## config.mk

```make
export PLATFORM = sky130hd
export DESIGN_NAME = instr_issue_unit_flat
export DESIGN_NICKNAME = d
export VERILOG_FILES = /design/src/rtl/instr_issue_unit_if.sv /design/src/rtl/instr_issue_unit.sv /design/src/flat_wrapper.sv
export SDC_FILE = /design/constraint.sdc
export NUM_CORES = 1
export LEC_CHECK = 0
export CAP_MARGIN = 20
export CORE_MARGIN = 2
export CORE_UTILIZATION = 55
export CTS_CLUSTER_DIAMETER = 80
export CTS_CLUSTER_SIZE = 8
export DETAILED_ROUTE_END_ITERATION = 12
export DONT_BUFFER_PORTS = 1
export GPL_TIMING_DRIVEN = 0
export PLACE_DENSITY = 0.8
export SLEW_MARGIN = 20
export SYNTH_ARGS = -nofsm -noshare
export SYNTH_HDL_FRONTEND = slang
export SYNTH_SLANG_ARGS = --single-unit
```

## constraint.sdc

```tcl
create_clock -name clk -period 2.6 [get_ports clk]
set_clock_uncertainty 0.2 [all_clocks]
set_input_delay 0.26 -clock clk [delete_from_list [all_inputs] [get_ports clk]]
set_output_delay 0.26 -clock clk [all_outputs]
set_load 0.05 [all_outputs]
```

## src/rtl/instr_issue_unit_if.sv

```systemverilog
// Bus between the instruction issue unit, instruction memory and the control unit.
// master = issue unit side, slave = memory/control environment side.
interface instr_issue_unit_if #(
   parameter int ADDR_W = 8
);
   logic [ADDR_W-1:0] imem_addr;
   logic [31:0]       imem_rdata;
   logic [5:0]        op_code;
   logic [5:0]        func_code;
   logic [15:0]       imm16;
   logic              issue_valid;
   logic              branch;
   logic              alu_zero;
   logic              pc_we;
   logic              mem_done;

   modport master (
      output imem_addr, op_code, func_code, imm16, issue_valid,
      input  imem_rdata, branch, alu_zero, pc_we, mem_done
   );

   modport slave (
      input  imem_addr, op_code, func_code, imm16, issue_valid,
      output imem_rdata, branch, alu_zero, pc_we, mem_done
   );
endinterface

```

## src/rtl/instr_issue_unit.sv

```systemverilog
// Instruction fetch/issue sequencer: FETCH -> WAIT_RD -> ISSUE, with MEM_WAIT and HALT.
// Optional MEM_WAIT timeout fault is built only when ISSUE_TIMEOUT_EN is defined.
module instr_issue_unit #(
   parameter int ADDR_W         = 8,
   parameter int TIMEOUT_CYCLES = 16
) (
   input  logic                clk,
   input  logic                rst_n,
   instr_issue_unit_if.master  bus,
   output logic                halted,
   output logic [15:0]         instr_count,
   output logic                fault
);
   typedef enum logic [2:0] {
      S_FETCH    = 3'd0,
      S_WAIT_RD  = 3'd1,
      S_ISSUE    = 3'd2,
      S_MEM_WAIT = 3'd3,
      S_HALT     = 3'd4
   } state_t;

   state_t            state_reg;
   state_t            state_next;
   logic [ADDR_W-1:0] pc_reg;
   logic [5:0]        op_reg;
   logic [5:0]        func_reg;
   logic [15:0]       imm_reg;
   logic              halted_reg;
   logic [15:0]       count_reg;

   logic              halt_op;
   logic              timeout_hit;
   logic              issue_valid_c;
   logic              load_instr;
   logic              pc_advance;
   logic              take_branch;
   logic              retire;
   logic              set_halt;
   logic              set_fault;
   logic [ADDR_W-1:0] imm_sext;
   logic [ADDR_W-1:0] pc_plus1;
   logic [ADDR_W-1:0] branch_target;

   assign halt_op = (op_reg == 6'h3F);

   // Sign-extend (or truncate) imm16 to the PC width so the target wraps like the PC.
   genvar gi;
   generate
      for (gi = 0; gi < ADDR_W; gi++) begin : g_sext
         if (gi < 16) begin : g_low
            assign imm_sext[gi] = imm_reg[gi];
         end else begin : g_high
            assign imm_sext[gi] = imm_reg[15];
         end
      end
   endgenerate

   assign pc_plus1      = pc_reg + ADDR_W'(1);
   assign branch_target = pc_plus1 + imm_sext;

`ifdef ISSUE_TIMEOUT_EN
   localparam logic [7:0] WAIT_LIMIT = 8'(TIMEOUT_CYCLES - 1);

   logic [7:0] wait_cnt_reg;
   logic       fault_reg;

   assign timeout_hit = (wait_cnt_reg == WAIT_LIMIT);

   // Counter is zeroed in ISSUE so it always starts from 0 on MEM_WAIT entry.
   always_ff @(posedge clk or negedge rst_n) begin
      if (!rst_n) begin
         wait_cnt_reg <= 8'd0;
         fault_reg    <= 1'b0;
      end else begin
         if (state_reg == S_ISSUE) begin
            wait_cnt_reg <= 8'd0;
         end else if (state_reg == S_MEM_WAIT) begin
            wait_cnt_reg <= wait_cnt_reg + 8'd1;
         end
         if (set_fault) begin
            fault_reg <= 1'b1;
         end
      end
   end

   assign fault = fault_reg;
`else
   assign timeout_hit = 1'b0;
   assign fault       = 1'b0;
`endif

   always_ff @(posedge clk or negedge rst_n) begin
      if (!rst_n) begin
         state_reg <= S_FETCH;
      end else begin
         state_reg <= state_next;
      end
   end

   always_comb begin
      state_next = state_reg;
      case (state_reg)
         S_FETCH:   state_next = S_WAIT_RD;
         S_WAIT_RD: state_next = S_ISSUE;
         S_ISSUE: begin
            if (halt_op) begin
               state_next = S_HALT;
            end else if (bus.pc_we) begin
               state_next = S_FETCH;
            end else begin
               state_next = S_MEM_WAIT;
            end
         end
         S_MEM_WAIT: begin
            // A completion arriving on the limit cycle still retires normally.
            if (bus.mem_done) begin
               state_next = S_FETCH;
            end else if (timeout_hit) begin
               state_next = S_HALT;
            end
         end
         S_HALT:    state_next = S_HALT;
         default:   state_next = S_FETCH;
      endcase
   end

   always_comb begin
      issue_valid_c = 1'b0;
      load_instr    = 1'b0;
      pc_advance    = 1'b0;
      take_branch   = 1'b0;
      retire        = 1'b0;
      set_halt      = 1'b0;
      set_fault     = 1'b0;
      case (state_reg)
         S_WAIT_RD: load_instr = 1'b1;
         S_ISSUE: begin
            issue_valid_c = 1'b1;
            if (halt_op) begin
               retire   = 1'b1;
               set_halt = 1'b1;
            end else if (bus.pc_we) begin
               retire      = 1'b1;
               pc_advance  = 1'b1;
               take_branch = bus.branch & bus.alu_zero;
            end
         end
         S_MEM_WAIT: begin
            if (bus.mem_done) begin
               retire     = 1'b1;
               pc_advance = 1'b1;
            end else if (timeout_hit) begin
               set_fault = 1'b1;
               set_halt  = 1'b1;
            end
         end
         default: ;
      endcase
   end

   always_ff @(posedge clk or negedge rst_n) begin
      if (!rst_n) begin
         pc_reg     <= '0;
         op_reg     <= 6'd0;
         func_reg   <= 6'd0;
         imm_reg    <= 16'd0;
         halted_reg <= 1'b0;
         count_reg  <= 16'd0;
      end else begin
         if (load_instr) begin
            op_reg   <= bus.imem_rdata[31:26];
            func_reg <= bus.imem_rdata[5:0];
            imm_reg  <= bus.imem_rdata[15:0];
         end
         if (pc_advance) begin
            pc_reg <= take_branch ? branch_target : pc_plus1;
         end
         if (retire) begin
            count_reg <= count_reg + 16'd1;
         end
         if (set_halt) begin
            halted_reg <= 1'b1;
         end
      end
   end

   assign bus.imem_addr   = pc_reg;
   assign bus.op_code     = op_reg;
   assign bus.func_code   = func_reg;
   assign bus.imm16       = imm_reg;
   assign bus.issue_valid = issue_valid_c;
   assign halted          = halted_reg;
   assign instr_count     = count_reg;
endmodule

```

## src/flat_wrapper.sv

```systemverilog
// flat-port wrapper written by rule: the top's interface ports become plain ports
module instr_issue_unit_flat 
#(
   parameter int ADDR_W         = 8,
   parameter int TIMEOUT_CYCLES = 16
)
  (clk, rst_n, halted, instr_count, fault, bus_imem_addr, bus_op_code, bus_func_code, bus_imm16, bus_issue_valid, bus_imem_rdata, bus_branch, bus_alu_zero, bus_pc_we, bus_mem_done);
  instr_issue_unit_if #(.ADDR_W(ADDR_W)) bus_i ();
  input  logic clk;
  input  logic rst_n;
  output logic halted;
  output logic [15:0] instr_count;
  output logic fault;
  output wire logic [$bits(bus_i.imem_addr)-1:0] bus_imem_addr;
  output wire logic [$bits(bus_i.op_code)-1:0] bus_op_code;
  output wire logic [$bits(bus_i.func_code)-1:0] bus_func_code;
  output wire logic [$bits(bus_i.imm16)-1:0] bus_imm16;
  output wire logic [$bits(bus_i.issue_valid)-1:0] bus_issue_valid;
  input wire logic [$bits(bus_i.imem_rdata)-1:0] bus_imem_rdata;
  input wire logic [$bits(bus_i.branch)-1:0] bus_branch;
  input wire logic [$bits(bus_i.alu_zero)-1:0] bus_alu_zero;
  input wire logic [$bits(bus_i.pc_we)-1:0] bus_pc_we;
  input wire logic [$bits(bus_i.mem_done)-1:0] bus_mem_done;
  assign bus_imem_addr = bus_i.imem_addr;
  assign bus_op_code = bus_i.op_code;
  assign bus_func_code = bus_i.func_code;
  assign bus_imm16 = bus_i.imm16;
  assign bus_issue_valid = bus_i.issue_valid;
  assign bus_i.imem_rdata = bus_imem_rdata;
  assign bus_i.branch = bus_branch;
  assign bus_i.alu_zero = bus_alu_zero;
  assign bus_i.pc_we = bus_pc_we;
  assign bus_i.mem_done = bus_mem_done;
  instr_issue_unit #(.ADDR_W(ADDR_W), .TIMEOUT_CYCLES(TIMEOUT_CYCLES)) u_core (.clk(clk), .rst_n(rst_n), .bus(bus_i), .halted(halted), .instr_count(instr_count), .fault(fault));
endmodule
```

## After elaboration in Yosys (flattened, before gate mapping)

Index checks and enable logic that the tools add are counted.

- Bitwise operators: 1
- Multiplexer cells: 18
- Reductions and logical operators: 1
- Eq/ne operators: 6
- Add/sub/neg operators: 3

Operator list:

| operator | number |
|---|---|
| adder 16 x 1 -> 16 bit (second input constant) | 1 |
| one-hot mux 3 bit (5 select lines) | 1 |
| 2-to-1 mux 1 bit | 11 |
| adder 8 x 1 -> 8 bit (second input constant) | 1 |
| adder 8 bit | 1 |
| 2-to-1 mux 8 bit | 1 |
| == test 3 x 2 -> 1 bit (second input constant) | 2 |
| == test 6 bit (second input constant) | 1 |
| 2-to-1 mux 3 bit | 2 |
| one-hot mux 1 bit (2 select lines) | 2 |
| == test 3 x 1 -> 1 bit (second input constant) | 1 |
| == test 3 bit (second input constant) | 1 |
| logical NOT 3 bit | 1 |
| 2-to-1 mux 2 bit | 1 |
| != test 2 bit (second input constant) | 1 |
| bitwise AND 1 bit | 1 |

- Word-level logic and storage cells: 36
- Register bits after elaboration: 56
- Output and inout bits: 55

## Logic depth before layout (Yosys ltp)

- Word-level depth: 5
- Depth in mapped cells: 10

## Least setup slack after synthesis

No wires, ideal clock.

- Path type: register -> register
- From: register u_core.pc_reg[1] (netlist: u_core.bus.imem_addr[1])
- To: register u_core.pc_reg[7] (netlist: u_core.bus.imem_addr[7])
- Arrival time: 2.836 ns
- Setup slack: -0.523 ns
- Stages on the path, launching flop included: 10
- Path buffers: 0
- Clock period less this slack: 3.123 ns
- Required time: 2.313 ns
- Cells stage by stage: dfrtp_1 > ha_1 > nand3_1 > xnor2_1 > ha_1 > o211ai_1 > o211a_1 > or4_4 > a2111o_1 > o211ai_1

- Word-level cells in the longest chain between the ends: 3

Ends and longest elaborated chain:

| what | RTL line | source |
|---|---|---|
| start: declaration | instr_issue_unit.sv:24 | `logic [ADDR_W-1:0] pc_reg;` |
| start signal: assignment | instr_issue_unit.sv:176 | `pc_reg <= take_branch ? branch_target : pc_plus1;` |
| adder 8 x 1 -> 8 bit * | instr_issue_unit.sv:58 | `assign pc_plus1 = pc_reg + ADDR_W'(1);` |
| adder 8 bit | instr_issue_unit.sv:59 | `assign branch_target = pc_plus1 + imm_sext;` |
| 2-to-1 mux 8 bit * | instr_issue_unit.sv:176 |  |

Mark *: on every way between the ends. The rest lies on a longest branch, timed or not.
A chain may end at the register's enable or synchronous reset.

## Worst setup path after layout

- From: register u_core.pc_reg[2] (netlist: u_core.bus.imem_addr[2])
- To: register u_core.pc_reg[7] (netlist: u_core.bus.imem_addr[7])

The elaborated chain is that of the path after synthesis.

==> results.md <==
- I/O pin cnt: 93
- Vias in the first global route: 2015
- Die X: 73.9 um
- Count of flip-flops with a built-in enable after synthesis: 0
- N_diodes: 0
- TritonCTS clock tree: built
- Status: finished with violations
- Reg2reg path depth: 9
- RSZ-0062 raised after global routing: true
- Hold Path Origin: bus_pc_we
- Antenna Nets Post-Route: 0
- Most frequently used flop master after synthesis: dfrtp_1
- CTS Buf Count: 5
- Final Net Count: 330
- Multi-input gate area: 0.00141 mm2
- Die Ht: 73.9 um
- Max-Cap Viols: 0
- Fill cell count: 364
- Worst-Skew Late Latency: 0.30 ns
- # H-tree levels: 2
- Placer congestion estimate: 0.798
- Post-Syn Area: 0.00269 mm2
- Largest net degree at the start of global routing: 51
- Register area share after synthesis: 46.6%
- Reg area: 0.00127 mm2
- Mean Syn Cell Area: 11.0 um2
- Post-DP Area: 0.00281 mm2
- Worst EP required: 2.62 ns
- Hold Path Class: in -> reg
- Slew margin rel.: 53.8%
- PnR worst setup slack: -0.299 ns
- Share of the synthesized area in the top cell type: 46.6%
- Worst Hold Depth: 3
- YS warnings: 0
- Fraction of registers with async set/reset: 100%
- Sink of the worst hold path: u_core.state_reg[1]
- Die ar.: 0.00546 mm2
- CP max FO: 7
- Crit. End Element: register
- First-pass GRT wire length: 9340 um
- Area grow syn2layout: 20.6%
- Largest cells by area after synthesis: dfrtp_1, mux2_2, ha_1
- Finished Cell Area: 0.00324 mm2
- Final WL: 5670 um
- Kind of critical path: reg -> reg
- Row count: 25
- Max Freq: 0.345 GHz
- # clock sinks: 50
- Synthesized flop and latch total: 50
- Drt wl/cell: 16.2 um
- Setup crit start kind: register
- Failing checks: setup timing
- R2R setup slack: -0.30 ns
- CTS clk-pin slew, worst paths: 0.09 ns
- Cells after Synth: 244
- Via density: 5.79
- CTS Root Cell: clkbuf_8
- Library cells used by synthesis: 45
- Post-route minimum period: 2.90 ns
- Post-DP HPWL: 3820 um
- Initial antenna violation count: 0
- DRC viols: 0
- WHS: 0.0506 ns
- DR iter-0 viols: 101
- Initial Util: 56.9%
- Max-slew violations: 0
- Core footprint: 0.00472 mm2
- Synth Net Count: 293
- Share of layout cells above drive strength 1: 22.0%
- Remaining global-route overflow: 0
- Hold Violations, Final: 0
- Pre-antenna DRT Iters: 4
- Vias post-DR: 2022
- Total GRT Usage: 22.2%
- FF-to-FF Start: u_core.bus.imem_addr[2]
- Fin crit share: 112%
- Final setup fails: 1
- Clock Path Buffers: 2
- Slew @ Worst Pin: 0.692 ns
- Reg2reg end: u_core.bus.imem_addr[7]
- Area leader, netlist: dfrtp_1
- Worst path arrival time: 2.92 ns
- Port buffer count: 0
-- synthesized netlist by cell type (2+ instances only) --
master and count:
xor2_1 12, a22o_1 2, o211a_1 2, a21o_1 3, or2_2 2, and4_1 5
o211ai_1 4, nor3_1 3, mux2_2 23, nor2b_1 3, a211oi_1 4, nor2_1 16
o21ai_0 6, and2_1 2, clkbuf_1 4, buf_4 7, nand4_1 8, and3_1 6
nand2b_1 3, a21oi_1 9, nand3_1 9, nand2_1 17, dfrtp_1 50, xnor2_1 12
ha_1 10, o21a_1 2, o2111ai_1 2
-- logic make-up (layout without fill, tap and decap cells) --
kind of cell | after synthesis | count (layout) | synth area share, %
XOR/XNOR | 24 | 24 | 7.82
multiplexers | 23 | 23 | 9.64
AO/OA/AOI/OAI | 44 | 44 | 11.8
other | 1 | 1 | 0.140
buffers and inverters | 12 | 50 | 2.65
AND/OR/NAND/NOR | 79 | 79 | 16.0
flip-flops | 50 | 50 | 46.6
adder cells (fa/ha/maj) | 11 | 11 | 5.40
-- layout make-up --
type	count	area share [%]
Clock inverter	2	0.502
Tap cell	67	2.59
Timing Repair Buffer	30	9.50
Inverter	1	0.116
Sequential cell	50	39.1
Clock buffer	6	2.55
Multi-Input combinational cell	182	43.6
Buffer	11	2.08
-- worst max-delay path by stage --
stage | from | endpoint | slack (ns) | cells after the start
after floorplan | u_core.bus.imem_addr[2] | u_core.bus.imem_addr[7] | -0.22 | 9
after global placement | u_core.bus.imem_addr[1] | u_core.bus.imem_addr[7] | -0.35 | 9
after detailed placement | u_core.bus.imem_addr[1] | u_core.bus.imem_addr[7] | -0.36 | 9
after CTS | u_core.bus.imem_addr[0] | u_core.bus.imem_addr[7] | -0.32 | 9
after global routing | u_core.bus.imem_addr[2] | u_core.bus.imem_addr[7] | -0.47 | 9
final | u_core.bus.imem_addr[2] | u_core.bus.imem_addr[7] | -0.30 | 9
-- layer usage --
metal | wire length [um] | vias to the layer above | track usage (%)
met5 | 0 | - | 0
met4 | 56 | 0 | 6.06
met3 | 363 | 6 | 6.58
met2 | 2970 | 63 | 39.8
met1 | 2280 | 994 | 25.9
li1 | - | 959 | -
-- repair_timing --
item                                   CTS  global route
buffers inserted                         3             1
setup endpoints to repair                2             4
gates resized for setup                  2             7
hold buffers                            26             0
gates cloned                             0             0
pin swaps                                4             5
endpoints found under the hold margin   74             0
-- stage by stage --
| stage | setup slack, ns | cells | utilization, % | TNS (ns) |
|---|---|---|---|---|
| 6_report | -0.299 | 349 | 68.6 | -0.299 |
| 5_1_grt | -0.468 | 349 | 68.6 | -0.484 |
| 4_1_cts | -0.318 | 348 | 68.1 | -0.342 |
| 3_5_place_dp | -0.360 | 311 | 59.5 | -0.360 |
| 3_3_place_gp | -0.348 | 311 | 59.5 | -0.348 |
| 2_1_floorplan | -0.215 | 244 | - | -0.215 |
-- placed cells by master (no fill, tap or decap), types with 2 or more instances in the layout --
master,netlist,routed
o21a_1,2,2
dlygate4sd3_1,0,25
o21ai_0,6,6
nor2_1,16,15
xnor2_1,12,12
mux2_2,23,23
nand3_1,9,7
a22o_1,2,2
and2_1,2,2
xor2_1,12,12
nor3_1,3,3
nor2b_1,3,3
buf_4,7,11
dfrtp_1,50,44
a211oi_1,4,3
a21oi_1,9,9
and3_1,6,4
nand2b_1,3,3
a21o_1,3,3
dfrtp_2,0,3
o2111ai_1,2,2
dfrtp_4,0,3
and4_1,5,5
ha_1,10,9
or2_2,2,2
and3_4,0,2
clkbuf_1,4,4
nand2_1,17,17
clkbuf_8,0,6
nand4_1,8,8
o211a_1,2,2
o211ai_1,4,4
-- worst max-delay path: stages, from the launching register on --
cell      delay [ns]
dfrtp_4         0.57
and3_4          0.25
nand3_2         0.10
xnor2_1         0.29
ha_1            0.26
o21a_1          0.14
nor2_2          0.05
or4_4           0.49
a2111o_1        0.38
o211ai_1        0.08
Power is not shown: default switching activity piles up to over one toggle a cycle in this logic, so the estimate is an artifact.
